`src/rtl/approx_sub_pkg.sv`:
```
// Shared types and constants for the bit-serial subtractor.
// The approximate cell is selected by defining APPROX_SUB_CELL_EN.
package approx_sub_pkg;

   typedef enum logic [1:0] {
      IDLE = 2'd0,
      RUN  = 2'd1,
      DONE = 2'd2
   } sub_state_t;

   // The carry starts at 1 so that a + ~b + 1 gives a - b in two's complement.
   localparam logic CARRY_INIT = 1'b1;
   localparam logic FLAG_INIT  = 1'b0;

endpackage : approx_sub_pkg

```
`src/rtl/serial_sub_cell.sv`:
```
// One bit step of the serial subtractor: (x, y, c, f) -> (s, co, fo).
// The exact full-adder body is the default; APPROX_SUB_CELL_EN selects the propagate-flag approximation.
module serial_sub_cell (
   input  logic x,
   input  logic y,
   input  logic c,
   input  logic f,
   output logic s,
   output logic co,
   output logic fo
);

`ifdef APPROX_SUB_CELL_EN
   logic p;

   // The flag generated by this bit steers the sum and carry of the next bit.
   assign fo = x & y;
   assign p  = (x | y) & ~c;
   assign s  = ~(~f & p);
   assign co = f & p;
`else
   logic unused_f;

   // The exact cell has no use for the flag input.
   assign unused_f = f;
   assign s        = x ^ y ^ c;
   assign co       = (x & y) | (x & c) | (y & c);
   assign fo       = 1'b0;
`endif

endmodule : serial_sub_cell

```
`src/rtl/approx_serial_subtractor.sv`:
```
// Bit-serial two's-complement subtractor, diff = a - b, LSB first, one bit per clock.
// Cell body is exact by default; define APPROX_SUB_CELL_EN for the approximate cell.
module approx_serial_subtractor
   import approx_sub_pkg::*;
#(
   parameter int WIDTH = 8
) (
   input  logic             clk,
   input  logic             rst_n,
   input  logic             in_valid,
   output logic             in_ready,
   input  logic [WIDTH-1:0] a,
   input  logic [WIDTH-1:0] b,
   output logic             out_valid,
   input  logic             out_ready,
   output logic [WIDTH-1:0] diff,
   output logic             borrow_out
);

   localparam int               CNT_W    = $clog2(WIDTH);
   localparam logic [CNT_W-1:0] CNT_LAST = CNT_W'(WIDTH - 1);

   sub_state_t       state_q, state_d;
   logic [WIDTH-1:0] a_sh_q, a_sh_d;
   logic [WIDTH-1:0] b_sh_q, b_sh_d;
   logic [WIDTH-1:0] diff_q, diff_d;
   logic [CNT_W-1:0] cnt_q, cnt_d;
   logic             c_q, c_d;
   logic             f_q, f_d;

   logic cell_s;
   logic cell_co;
   logic cell_fo;

   serial_sub_cell u_cell (
      .x  (a_sh_q[0]),
      .y  (~b_sh_q[0]),
      .c  (c_q),
      .f  (f_q),
      .s  (cell_s),
      .co (cell_co),
      .fo (cell_fo)
   );

   always_comb begin
      // NOTE: every signal driven here gets a default first so no path can leave it unassigned and infer a latch.
      state_d = state_q;
      a_sh_d  = a_sh_q;
      b_sh_d  = b_sh_q;
      diff_d  = diff_q;
      cnt_d   = cnt_q;
      c_d     = c_q;
      f_d     = f_q;

      unique case (state_q)
         IDLE: begin
            if (in_valid) begin
               a_sh_d  = a;
               b_sh_d  = b;
               c_d     = CARRY_INIT;
               f_d     = FLAG_INIT;
               cnt_d   = '0;
               state_d = RUN;
            end
         end
         RUN: begin
            a_sh_d = a_sh_q >> 1;
            b_sh_d = b_sh_q >> 1;
            diff_d = {cell_s, diff_q[WIDTH-1:1]};
            c_d    = cell_co;
            f_d    = cell_fo;
            // The counter holds at its last value rather than wrapping.
            if (cnt_q == CNT_LAST) begin
               state_d = DONE;
            end else begin
               cnt_d = cnt_q + 1'b1;
            end
         end
         DONE: begin
            if (out_ready) begin
               state_d = IDLE;
            end
         end
         default: state_d = IDLE;
      endcase
   end

   // NOTE: state registers use non-blocking assignments so every flop samples pre-edge values.
   always_ff @(posedge clk or negedge rst_n) begin
      if (!rst_n) begin
         state_q <= IDLE;
         a_sh_q  <= '0;
         b_sh_q  <= '0;
         diff_q  <= '0;
         cnt_q   <= '0;
         c_q     <= 1'b0;
         f_q     <= 1'b0;
      end else begin
         state_q <= state_d;
         a_sh_q  <= a_sh_d;
         b_sh_q  <= b_sh_d;
         diff_q  <= diff_d;
         cnt_q   <= cnt_d;
         c_q     <= c_d;
         f_q     <= f_d;
      end
   end

   assign in_ready   = (state_q == IDLE);
   assign out_valid  = (state_q == DONE);
   assign diff       = diff_q;
   // Borrow is only meaningful once the last bit is in; elsewhere it reads 0.
   assign borrow_out = out_valid & ~c_q;

endmodule : approx_serial_subtractor

```
`config.mk`:
```
export PLATFORM = sky130hd
export DESIGN_NAME = approx_serial_subtractor
export DESIGN_NICKNAME = d
export VERILOG_FILES = /design/src/rtl/approx_sub_pkg.sv /design/src/rtl/serial_sub_cell.sv /design/src/rtl/approx_serial_subtractor.sv
export SDC_FILE = /design/constraint.sdc
export NUM_CORES = 1
export LEC_CHECK = 0
export BUFFER_PORTS_ARGS = -buffer_cell sky130_fd_sc_hd__buf_2
export CORE_UTILIZATION = 40
export DETAILED_ROUTE_END_ITERATION = 7
export PLACE_DENSITY = 0.63
export SETUP_SLACK_MARGIN = 0.5
export SYNTH_ARGS = -nofsm -noshare
export SYNTH_HDL_FRONTEND = slang
export SYNTH_SLANG_ARGS = --single-unit
```
`constraint.sdc`:
```
create_clock -name clk -period 1.3 [get_ports clk]
set_input_delay 0.26 -clock clk [delete_from_list [all_inputs] [get_ports clk]]
set_output_delay 0.26 -clock clk [all_outputs]
set_load 0.02 [all_outputs]
```
## Word-level counts from Yosys, hierarchy flattened

Index checks and enable logic that the tools add are counted.

| word-level totals | value |
|---|---|
| register bits after elaboration | 30 |
| bits in latches | 0 |
| memory bits (writable) | 0 |
| bits in read-only memories | 0 |
| input bits | 20 |
| output and inout bits | 11 |
| logic and storage cells | 42 |
| memories | 0 |

| cells by class | value |
|---|---|
| add/subtract/negate cells | 1 |
| multipliers | 0 |
| div/mod/pow operators | 0 |
| $lt $le $gt $ge | 0 |
| equality and inequality tests | 7 |
| shift operators | 0 |
| mux-type cells | 13 |
| bitwise gates (word level) | 10 |
| reductions and logical operators | 5 |

Operator list:

| operator | number |
|---|---|
| 8-bit one-hot mux with 2 select lines | 2 |
| 8-bit 2-to-1 mux | 2 |
| 2-bit 2-to-1 mux | 3 |
| 3-bit 2-to-1 mux | 2 |
| 2-bit inequality test, second input constant | 3 |
| 2-bit one-hot mux with 3 select lines | 1 |
| 3-bit one-hot mux with 2 select lines | 1 |
| 3-bit AND reduction | 2 |
| 1-bit bitwise AND | 4 |
| 3-bit by 1-bit adder with 3-bit output, second input constant | 1 |
| 3-bit == test, second input constant | 1 |
| 2-bit by 1-bit == test with 1-bit output, second input constant | 1 |
| 2-bit == test, second input constant | 1 |
| 2-bit logical NOT | 1 |
| 2-bit by 1-bit inequality test with 1-bit output, second input constant | 1 |
| 1-bit NOT | 2 |
| 1-bit bitwise OR | 2 |
| 1-bit one-hot mux with 2 select lines | 1 |
| 2-bit AND reduction | 1 |
| 2-bit nonzero test | 1 |
| 1-bit XOR | 2 |
| 1-bit 2-to-1 mux | 1 |

## Depth between registers and ports, before layout

Gate-level depths: netlist of run 1.

| depth | value |
|---|---|
| word-level depth | 5 |
| gate-level depth with buffers | 4 |

## Hierarchy

A second synthesis of run 1 with hierarchy kept.

| unflattened totals | value |
|---|---|
| cell total of the unflattened synthesis | 136 |
| area, all modules | 1,585.3 um^2 |

Modules (own cells, without submodules):

| module | times used | cells an instance | area each (um^2) |
|---|---|---|---|
| approx_serial_subtractor | 1 | 133 | 1,554.0 |
| serial_sub_cell | 1 | 3 | 31.3 |

## Worst setup path before layout of run 1

No wires, ideal clock.

| timing path | value |
|---|---|
| kind | reg-to-reg |
| start | register cnt_q[0] |
| end | register cnt_q[1] |
| library setup time | 0.090 ns |
| data arrival time | 1.240 ns |
| required time | 1.210 ns |
| setup slack | -0.030 ns |
| stages on the path, launching flop included | 5 |
| path buffers | 0 |
| period minus slack after synthesis | 1.330 ns |
| cells stage by stage | dfrtp_1 ha_1 ha_1 or2_2 o221ai_1 |

| between the ends | value |
|---|---|
| cells in the longest elaborated chain, start to end | 3 |

RTL lines:

| element | RTL line | source |
|---|---|---|
| start: declaration | approx_serial_subtractor.sv:27 | `logic [CNT_W-1:0] cnt_q, cnt_d;` |
| start signal: assignment | approx_serial_subtractor.sv:103 | `cnt_q <= cnt_d;` |
| 3-bit by 1-bit adder with 3-bit output or 3-bit == test (tied branches) | approx_serial_subtractor.sv:76, approx_serial_subtractor.sv:73 |  |
| 3-bit 2-to-1 mux or 2-bit inequality test (tied branches) | n/a |  |
| 3-bit one-hot mux with 2 select lines or 3-bit AND reduction (tied branches) | n/a |  |

Parallel ways exist; a longest one is shown, timed or not. The select of a mux whose other input is x is not followed.
A chain may end at the register's enable or synchronous reset.

## Worst setup path after layout of run 1

| timing path | value |
|---|---|
| start | register state_q[0] |
| end | register a_sh_q[5] |

| between the ends | value |
|---|---|
| cells in the longest elaborated chain, start to end | 3 |

RTL lines:

| element | RTL line | source |
|---|---|---|
| start: declaration | approx_serial_subtractor.sv:23 | `sub_state_t state_q, state_d;` |
| start signal: assignment | approx_serial_subtractor.sv:99 | `state_q <= state_d;` |
| 2-bit by 1-bit == test with 1-bit output or 2-bit logical NOT (tied branches) | approx_serial_subtractor.sv:55 | `unique case (state_q)` |
| 2-bit nonzero test (no source line) or 2-bit inequality test (tied branches) | n/a |  |
| 2-bit AND reduction (no source line) | n/a |  |
| end signal: assignment | approx_serial_subtractor.sv:100 | `a_sh_q <= a_sh_d;` |
| end: declaration | approx_serial_subtractor.sv:24 | `logic [WIDTH-1:0] a_sh_q, a_sh_d;` |

Parallel ways exist; a longest one is shown, timed or not.

==> impl_metrics.json, run 1 <==
{
  "cp-start-kind": "flip-flop",
  "grt_use_met2_pct": 35.9,
  "grt-busiest-layer": "met2",
  "diodes": 0,
  "r2r_start": "state_q[0]",
  "gr-usage-met3_pct": 6.70,
  "grt_pass1_wl_mm": 6.22,
  "hold_viol": 30,
  "drc": 0,
  "final_common_cell": "dfrtp_1",
  "drv_slew": 0,
  "numCtsBuffers": 5,
  "rr_worst_depth": 3,
  "drt-initial-drc-count": 64,
  "clkLatencyLatePin_ns": 0.28,
  "async_flop_share_pct": 100,
  "io-pin-count": 31,
  "synth_edf_count": 0,
  "reg2reg_setup_slack_ns": -0.07,
  "fin_skew_ns": 0.00172,
  "placed_cells": 209,
  "cts_root_buf": "clkbuf_8",
  "dpl.hpwl_mm": 2.23,
  "syn-num-nets": 155,
  "cts_sinks": 30,
  "gp_congestion": 0.738,
  "antenna_found_initial": 0,
  "wire_per_inst_um": 15.3,
  "die_area_um2": 4050,
  "fin_crit_sh_pct": 105,
  "leakagePower_uw": 0.00109,
  "endpoint_kind": "flip-flop",
  "vias": 1262,
  "r2r_end": "a_sh_q[5]",
  "setup_ws_ns": -0.0694,
  "ys_ff_latch": 30,
  "clk_path_buf_depth": 2,
  "dr.pass1.iters": 4,
  "fp.dieH_um": 63.7,
  "setup_viol_count_final": 9,
  "rows": 22,
  "slew_headroom_pct": 74.3,
  "cts_max_level": 2,
  "critPathLaunch": "state_q[0]",
  "min_path_type": "primary input to async pin",
  "drive_gt1_share_pct": 65.8,
  "period_minus_slack_ns": 1.37,
  "area_growth_pct": 57.7,
  "track_usage_pct": 20.4,
  "grtUsageMet1_pct": 22.8,
  "start_util_pct": 41.5,
  "worstPathMaxFanout": 11,
  "power.density_nw_per_um2": 2400,
  "crit_end": "a_sh_q[5]",
  "port_buffers": 30,
  "core_region_area_um2": 3660,
  "ys_seq_area_share_pct": 49.4,
  "violations": "negative hold slack, negative setup slack",
  "worstMarginPinSlew_ns": 0.386,
  "final_cell_mix": "dfrtp_1 (28), buf_4 (24), buf_2 (19)",
  "rsz0062_at_grt": "true",
  "clkTransAtPathRegs_ns": 0.06,
  "fmax_mhz": 730,
  "drv_cap": 0,
  "status": "complete, but fails checks",
  "wl_mm": 3.65,
  "routed_via_density": 5.30,
  "final_antenna_net_count": 0,
  "grt-ovfl-total": 0,
  "ys_types": 27,
  "avgSynthCellArea_um2": 11.5,
  "grt_max_degree": 31,
  "netlist_area_um2": 1520,
  "cts_tree": "built",
  "nets": 214,
  "crit_type": "flip-flop to flip-flop",
  "peakVddDrop_uv": 884,
  "die_width_um": 63.7,
  "final_cells": 238,
  "netlist_instances": 132,
  "worstPathArrival_ns": 1.54,
  "ys_warn_count": 0,
  "holdWs_ns": -0.0162,
  "first_global_vias": 1330,
  "ys.flop_type": "dfrtp_1",
  "cp.required_ns": 1.47
}
## per-layer routing
metal / routed length (um) / up-vias
li1: - / 601
met1: 1500 / 630
met2: 1960 / 25
met3: 137 / 6
met4: 49 / 0
met5: 0 / -
## worst min-delay path by stage
| stage | startpoint | to | slack (ns) | cells after the start |
|---|---|---|---|---|
| 2_1_floorplan | rst_n | a_sh_q[0] | -0.04 | 0 |
| 3_3_place_gp | rst_n | a_sh_q[4] | 0.29 | 2 |
| 3_5_place_dp | rst_n | a_sh_q[6] | 0.30 | 2 |
| 4_1_cts | rst_n | b_sh_q[1] | 0.001 | 2 |
| 5_1_grt | rst_n | a_sh_q[7] | 0.006 | 2 |
| 6_report | rst_n | a_sh_q[4] | -0.02 | 2 |
## cells by family after synthesis
family | after synthesis | synth area share, %
and+or+nand+nor | 39 | 19.3
DFF | 30 | 49.4
buffers and inverters | 28 | 8.56
AOI/OAI and AO/OA | 24 | 14.0
muxes | 8 | 5.84
adders and majority gates | 3 | 2.96
## Yosys cell counts, drive strengths merged, types with 2 or more instances
cell type	number	area [um2]
a211o	2	17.5
a211oi	8	60.1
buf	10	62.6
clkbuf	2	7.51
dfrtp	30	751
ha	2	25.0
inv	16	60.1
mux2	7	78.8
nand2	2	7.51
nand2b	5	31.3
nand3	3	15.0
nor2	2	7.51
nor3b	10	75.1
nor4b	8	70.1
nor4bb	2	20.0
o221a	6	67.6
o221ai	3	26.3
or4b	6	60.1
## worst max-delay path: stages, from the launching register on
cell	delay (ns)
dfrtp_2	0.44
buf_6	0.16
or4b_1	0.52
o221a_2	0.14
## area by class of cell
type	count	area (um2)
fill	296	1260
multi-input combinational	75	923
sequential	30	753
timing repair buffer	63	518
clock buffer	6	82.6
inverter	16	60.1
tap	48	60.1
## power breakdown
part	leakage (uW)	switching, uW	internal [uW]	total [uW]
registers	0.000351	326	1390	1710
clock network	0.0000431	326	407	733
logic	0.000698	1370	1930	3300
## what timing repair did
item | CTS | global route
cloned | 2 | 0
hold buffers | 0 | 0
endpoints found under the setup margin | 41 | 41
setup buffers | 17 | 4
pin swaps | 10 | 8
gates resized for setup | 57 | 10
## through the flow
step	TNS, ns	area [um2]	worst slack [ns]	utilization [%]	power (uW)
2_1_floorplan	0	1660	0.0656	-	3320
3_3_place_gp	-0.149	1850	-0.0222	50.6	3700
3_5_place_dp	-0.419	1850	-0.0576	50.6	3820
4_1_cts	-0.396	2300	-0.0595	63.0	5540
5_1_grt	-0.893	2400	-0.117	65.5	6140
6_report	-0.415	2400	-0.0694	65.5	5750
## sequential cells by signal, summed over array words and instances, names as in the netlist
signal and count:
cnt_q 3, state_q 2, diff 8, c_q 1, b_sh_q 8, a_sh_q 8
(Power assumes the default switching activity.)
==> run 2: changes to the inputs <==
Settings changed: MAX_ROUTING_LAYER from default to met4.
==> impl_metrics.json, run 2 (same netlist as run 1, synthesis figures left out) <==
{
  "crit_type": "flip-flop to flip-flop",
  "cts_max_level": 2,
  "nets": 214,
  "cts_tree": "built",
  "io-pin-count": 31,
  "rr_worst_depth": 3,
  "setup_ws_ns": -0.0732,
  "drc": 0,
  "die_area_um2": 4050,
  "area_growth_pct": 57.7,
  "drv_cap": 0,
  "core_region_area_um2": 3660,
  "worstPathMaxFanout": 11,
  "peakVddDrop_uv": 882,
  "internal-power_uw": 3720,
  "first_global_vias": 1332,
  "power.switching_uw": 2030,
  "drv_slew": 0,
  "fmax_mhz": 728,
  "cp.required_ns": 1.47,
  "gp_congestion": 0.747,
  "cts_root_buf": "clkbuf_8",
  "start_util_pct": 41.5,
  "power.density_nw_per_um2": 2400,
  "rsz0062_at_grt": "true",
  "min_path_type": "primary input to async pin",
  "fp.dieH_um": 63.7,
  "diodes": 0,
  "final_antenna_net_count": 0,
  "track_usage_pct": 21.0,
  "violations": "negative hold slack, negative setup slack",
  "grt_pass1_wl_mm": 6.22,
  "period_minus_slack_ns": 1.37,
  "holdWs_ns": -0.0192,
  "wire_per_inst_um": 15.3,
  "status": "complete, but fails checks",
  "numCtsBuffers": 5,
  "path_buf_inv": 1,
  "cp-start-kind": "flip-flop",
  "max_stage_delay_ns": 0.52,
  "comb_power_share_pct": 57.4,
  "dpl.hpwl_mm": 2.23,
  "dr.pass1.iters": 4,
  "slew_headroom_pct": 74.4,
  "setup_viol_count_final": 9,
  "drive_gt1_share_pct": 65.8,
  "pwr-share-clk_pct": 12.8,
  "final_common_cell": "dfrtp_1",
  "r2r_start": "state_q[0]",
  "hold_viol": 30,
  "place_ws_ns": -0.0576,
  "switching_share_pct": 35.3,
  "endpoint_kind": "flip-flop",
  "cts_sinks": 30,
  "clk_path_buf_depth": 2,
  "die_width_um": 63.7,
  "antenna_found_initial": 0,
  "cts_hold_buffers": 0,
  "worstMarginPinSlew_ns": 0.383,
  "path_delay_family": "simple AND/OR/NAND/NOR gates",
  "drt-initial-drc-count": 43,
  "finish.utilization_pct": 65.5,
  "slowest_stage": "or4b_1",
  "p_seq_share_pct": 29.8,
  "clkTransAtPathRegs_ns": 0.06,
  "port_buffers": 30,
  "clkLatencyLatePin_ns": 0.28,
  "crit_chain": "buf_6, or4b_1, o221a_2",
  "r2r_end": "a_sh_q[5]",
  "routed_via_density": 5.34,
  "rows": 22,
  "worstPathArrival_ns": 1.54,
  "fin_skew_ns": 0.00201,
  "reg2reg_setup_slack_ns": -0.07,
  "vias": 1270,
  "grt_max_degree": 31,
  "grt-ovfl-total": 0,
  "leakagePower_uw": 0.00109,
  "fin_crit_sh_pct": 106,
  "wl_mm": 3.65,
  "final_cell_mix": "dfrtp_1 (28), buf_4 (24), buf_2 (19)"
}
run 2: cell counts in the layout (fill, tap and decap cells not counted):
Identical to the previous run, type by type.
run 2: area by class of cell:
class,instances,area [um2]
Timing Repair Buffer,63,518
Inverter,16,60.1
Sequential cell,30,753
Tap cell,48,60.1
Multi-Input combinational cell,75,923
Clock buffer,6,82.6
Fill cell,296,1260
run 2: worst max-delay path by stage:
stage                    start          to  cells past startpoint
floorplan           state_q[0]   a_sh_q[4]                      3
global placement    state_q[1]     diff[6]                      3
detailed placement  state_q[1]     diff[1]                      3
CTS                 state_q[1]  borrow_out                      4
global route        state_q[0]   a_sh_q[5]                      3
finish              state_q[0]   a_sh_q[5]                      3
run 2: power groups by stage:
stage               registers, uW  logic [uW]  clock network, uW
CTS                          1710        3090                743
floorplan                    1790        1540                  0
finish                       1710        3300                735
global placement             1720        1990                  0
detailed placement           1740        2080                  0
global route                 1760        3580                800
run 2: per-layer routing:
metal / vias to the layer above / GRT usage, % / wire [um]
met1: 641 / 22.8 / 1520
met3: 7 / 6.70 / 139
met4: 0 / 6.82 / 50
met5: - / - / 0
met2: 23 / 35.9 / 1940
li1: 599 / - / -
run 2: worst register-to-register path: stages, from the launching register on:
cell and delay [ns]:
dfrtp_2 0.44, buf_6 0.16, or4b_1 0.52, o221a_2 0.15
run 2: per-stage QoR:
stage	hold slack [ns]	total power, uW	cell area, um2	cells	TNS (ns)
after detailed placement	0.300	3820	1850	209	-0.419
after CTS	0.00111	5540	2300	234	-0.396
after floorplan	-0.0356	3320	1660	132	0
after global placement	0.291	3700	1850	209	-0.149
final	-0.0192	5750	2400	238	-0.423
after global routing	0.00572	6140	2400	238	-0.893
run 2: timing repair:
item,CTS,global route
setup buffers,17,4
resized for setup,57,10
gates cloned,2,0
pin swaps,10,8
endpoints found under the setup margin,41,41
==> run 3: changes to the inputs <==
Clock period 1.3 ns to 1.2 ns, I/O delays scaled along.
==> impl_metrics.json, run 3 (same netlist as run 1, synthesis figures left out) <==
{
  "seq_area_um2": 751,
  "clkLatencyLatePin_ns": 0.28,
  "drv_slew": 0,
  "slew_headroom_pct": 83.0,
  "multi_input_area_um2": 955,
  "rows": 22,
  "worstPathMaxFanout": 4,
  "cp-start-kind": "flip-flop",
  "p_seq_share_pct": 29.2,
  "grt-ovfl-total": 0,
  "cp.required_ns": 0.96,
  "finalPower_uw": 6330,
  "grt_pass1_wl_mm": 6.18,
  "crit_type": "flip-flop to output port",
  "peakVddDrop_uv": 1160,
  "leakagePower_uw": 0.00114,
  "port_buffers": 30,
  "fp.dieH_um": 63.7,
  "core_region_area_um2": 3660,
  "hold_viol": 0,
  "fillers": 268,
  "antenna_found_initial": 0,
  "internal-power_uw": 4060,
  "power.density_nw_per_um2": 2510,
  "final_common_cell": "dfrtp_1",
  "die_area_um2": 4050,
  "cts_max_level": 2,
  "drv_cap": 0,
  "track_usage_pct": 20.3,
  "wire_per_inst_um": 15.5,
  "routed_via_density": 5.35,
  "clkTransAtPathRegs_ns": 0.06,
  "pwr-share-clk_pct": 11.7,
  "final_antenna_net_count": 0,
  "comb_power_share_pct": 59.0,
  "area_growth_pct": 66.1,
  "drt-initial-drc-count": 35,
  "holdWs_ns": 0.174,
  "diodes": 0,
  "cts_root_buf": "clkbuf_8",
  "gp_congestion": 0.755,
  "rsz0062_at_grt": "true",
  "fin_skew_ns": 0.00459,
  "worstMarginPinSlew_ns": 0.255,
  "grt_max_degree": 31,
  "dr.pass1.iters": 3,
  "violations": "negative setup slack",
  "dpl.hpwl_mm": 2.20,
  "vias": 1311,
  "setup_viol_count_final": 31,
  "die_width_um": 63.7,
  "power.switching_uw": 2280,
  "drc": 0,
  "switching_share_pct": 36.0,
  "io-pin-count": 31,
  "first_global_vias": 1330,
  "fmax_mhz": 706,
  "wl_mm": 3.79,
  "final_cell_mix": "dfrtp_1 (30), buf_6 (26), buf_2 (19), buf_4 (19), inv_1 (13)",
  "status": "complete, but fails checks",
  "clk_path_buf_depth": 2,
  "numCtsBuffers": 5,
  "start_util_pct": 41.5,
  "setup_ws_ns": -0.217,
  "cts_sinks": 30,
  "endpoint_kind": "output port",
  "drive_gt1_share_pct": 67.0,
  "period_minus_slack_ns": 1.42,
  "nets": 220,
  "fin_crit_sh_pct": 118,
  "cts_tree": "built",
  "worstPathArrival_ns": 1.18,
  "min_path_type": "primary input to flip-flop"
}
run 3: final cells by class:
| class | instances | share of cell area, % |
|---|---|---|
| clock buffer | 5 | 2.73 |
| clock inverter | 2 | 0.396 |
| inverter | 16 | 2.38 |
| multi-input combinational | 75 | 37.8 |
| sequential | 30 | 29.7 |
| tap | 48 | 2.38 |
| timing repair buffer | 69 | 24.6 |
run 3: critical path: stages (launching register included):
cell,delay [ns]
dfrtp_1,0.39
buf_6,0.14
buf_12,0.13
nand2b_4,0.09
inv_2,0.04
buf_6,0.12
run 3: through the flow:
stage / setup slack (ns) / cells / utilization, % / instance area (um2) / TNS, ns
final: -0.217 / 245 / 69.0 / 2520 / -3.76
after global routing: -0.246 / 245 / 69.0 / 2520 / -4.96
after CTS: -0.192 / 242 / 64.0 / 2340 / -3.86
after global placement: -0.0652 / 214 / 52.0 / 1900 / -0.964
after detailed placement: -0.0830 / 214 / 52.0 / 1900 / -1.43
after floorplan: -0.0344 / 132 / - / 1660 / -0.105
run 3: routing by layer:
metal | global-route usage (%) | vias to the layer above | wire (um)
li1 | - | 615 | -
met1 | 23.9 | 664 | 1510
met2 | 33.5 | 26 | 2100
met3 | 6.16 | 6 | 140
met4 | 5.68 | 0 | 48
met5 | - | - | 0
run 3: what timing repair did:
item                                   in CTS  in global routing
resized for setup                          50                 28
endpoints found under the hold margin      30                  0
hold buffers                                1                  0
setup endpoints to repair                  41                 41
pin swaps                                  12                 13
cloned                                      2                  0
setup buffers                              18                  3
run 3: power by group through the flow:
stage               logic, uW  registers (uW)  clock network, uW
floorplan                1670            1930                  0
global placement         2330            1780                  0
detailed placement       2410            1810                  0
CTS                      3340            1810                769
global route             4010            1910                809
finish                   3740            1850                744
run 3: final timing paths:
path                            slack [ns]         end  cells past startpoint       start
worst max-delay path                 -0.22   out_valid                      5  state_q[1]
worst min-delay path                  0.17  state_q[1]                      2   out_ready
max in group asynchronous             0.60   a_sh_q[0]                      3       rst_n
worst min register to register        0.53     diff[0]                      1     diff[0]
worst max register to register       -0.21   b_sh_q[5]                      4  state_q[1]
min in group asynchronous             0.44   a_sh_q[4]                      3       rst_n
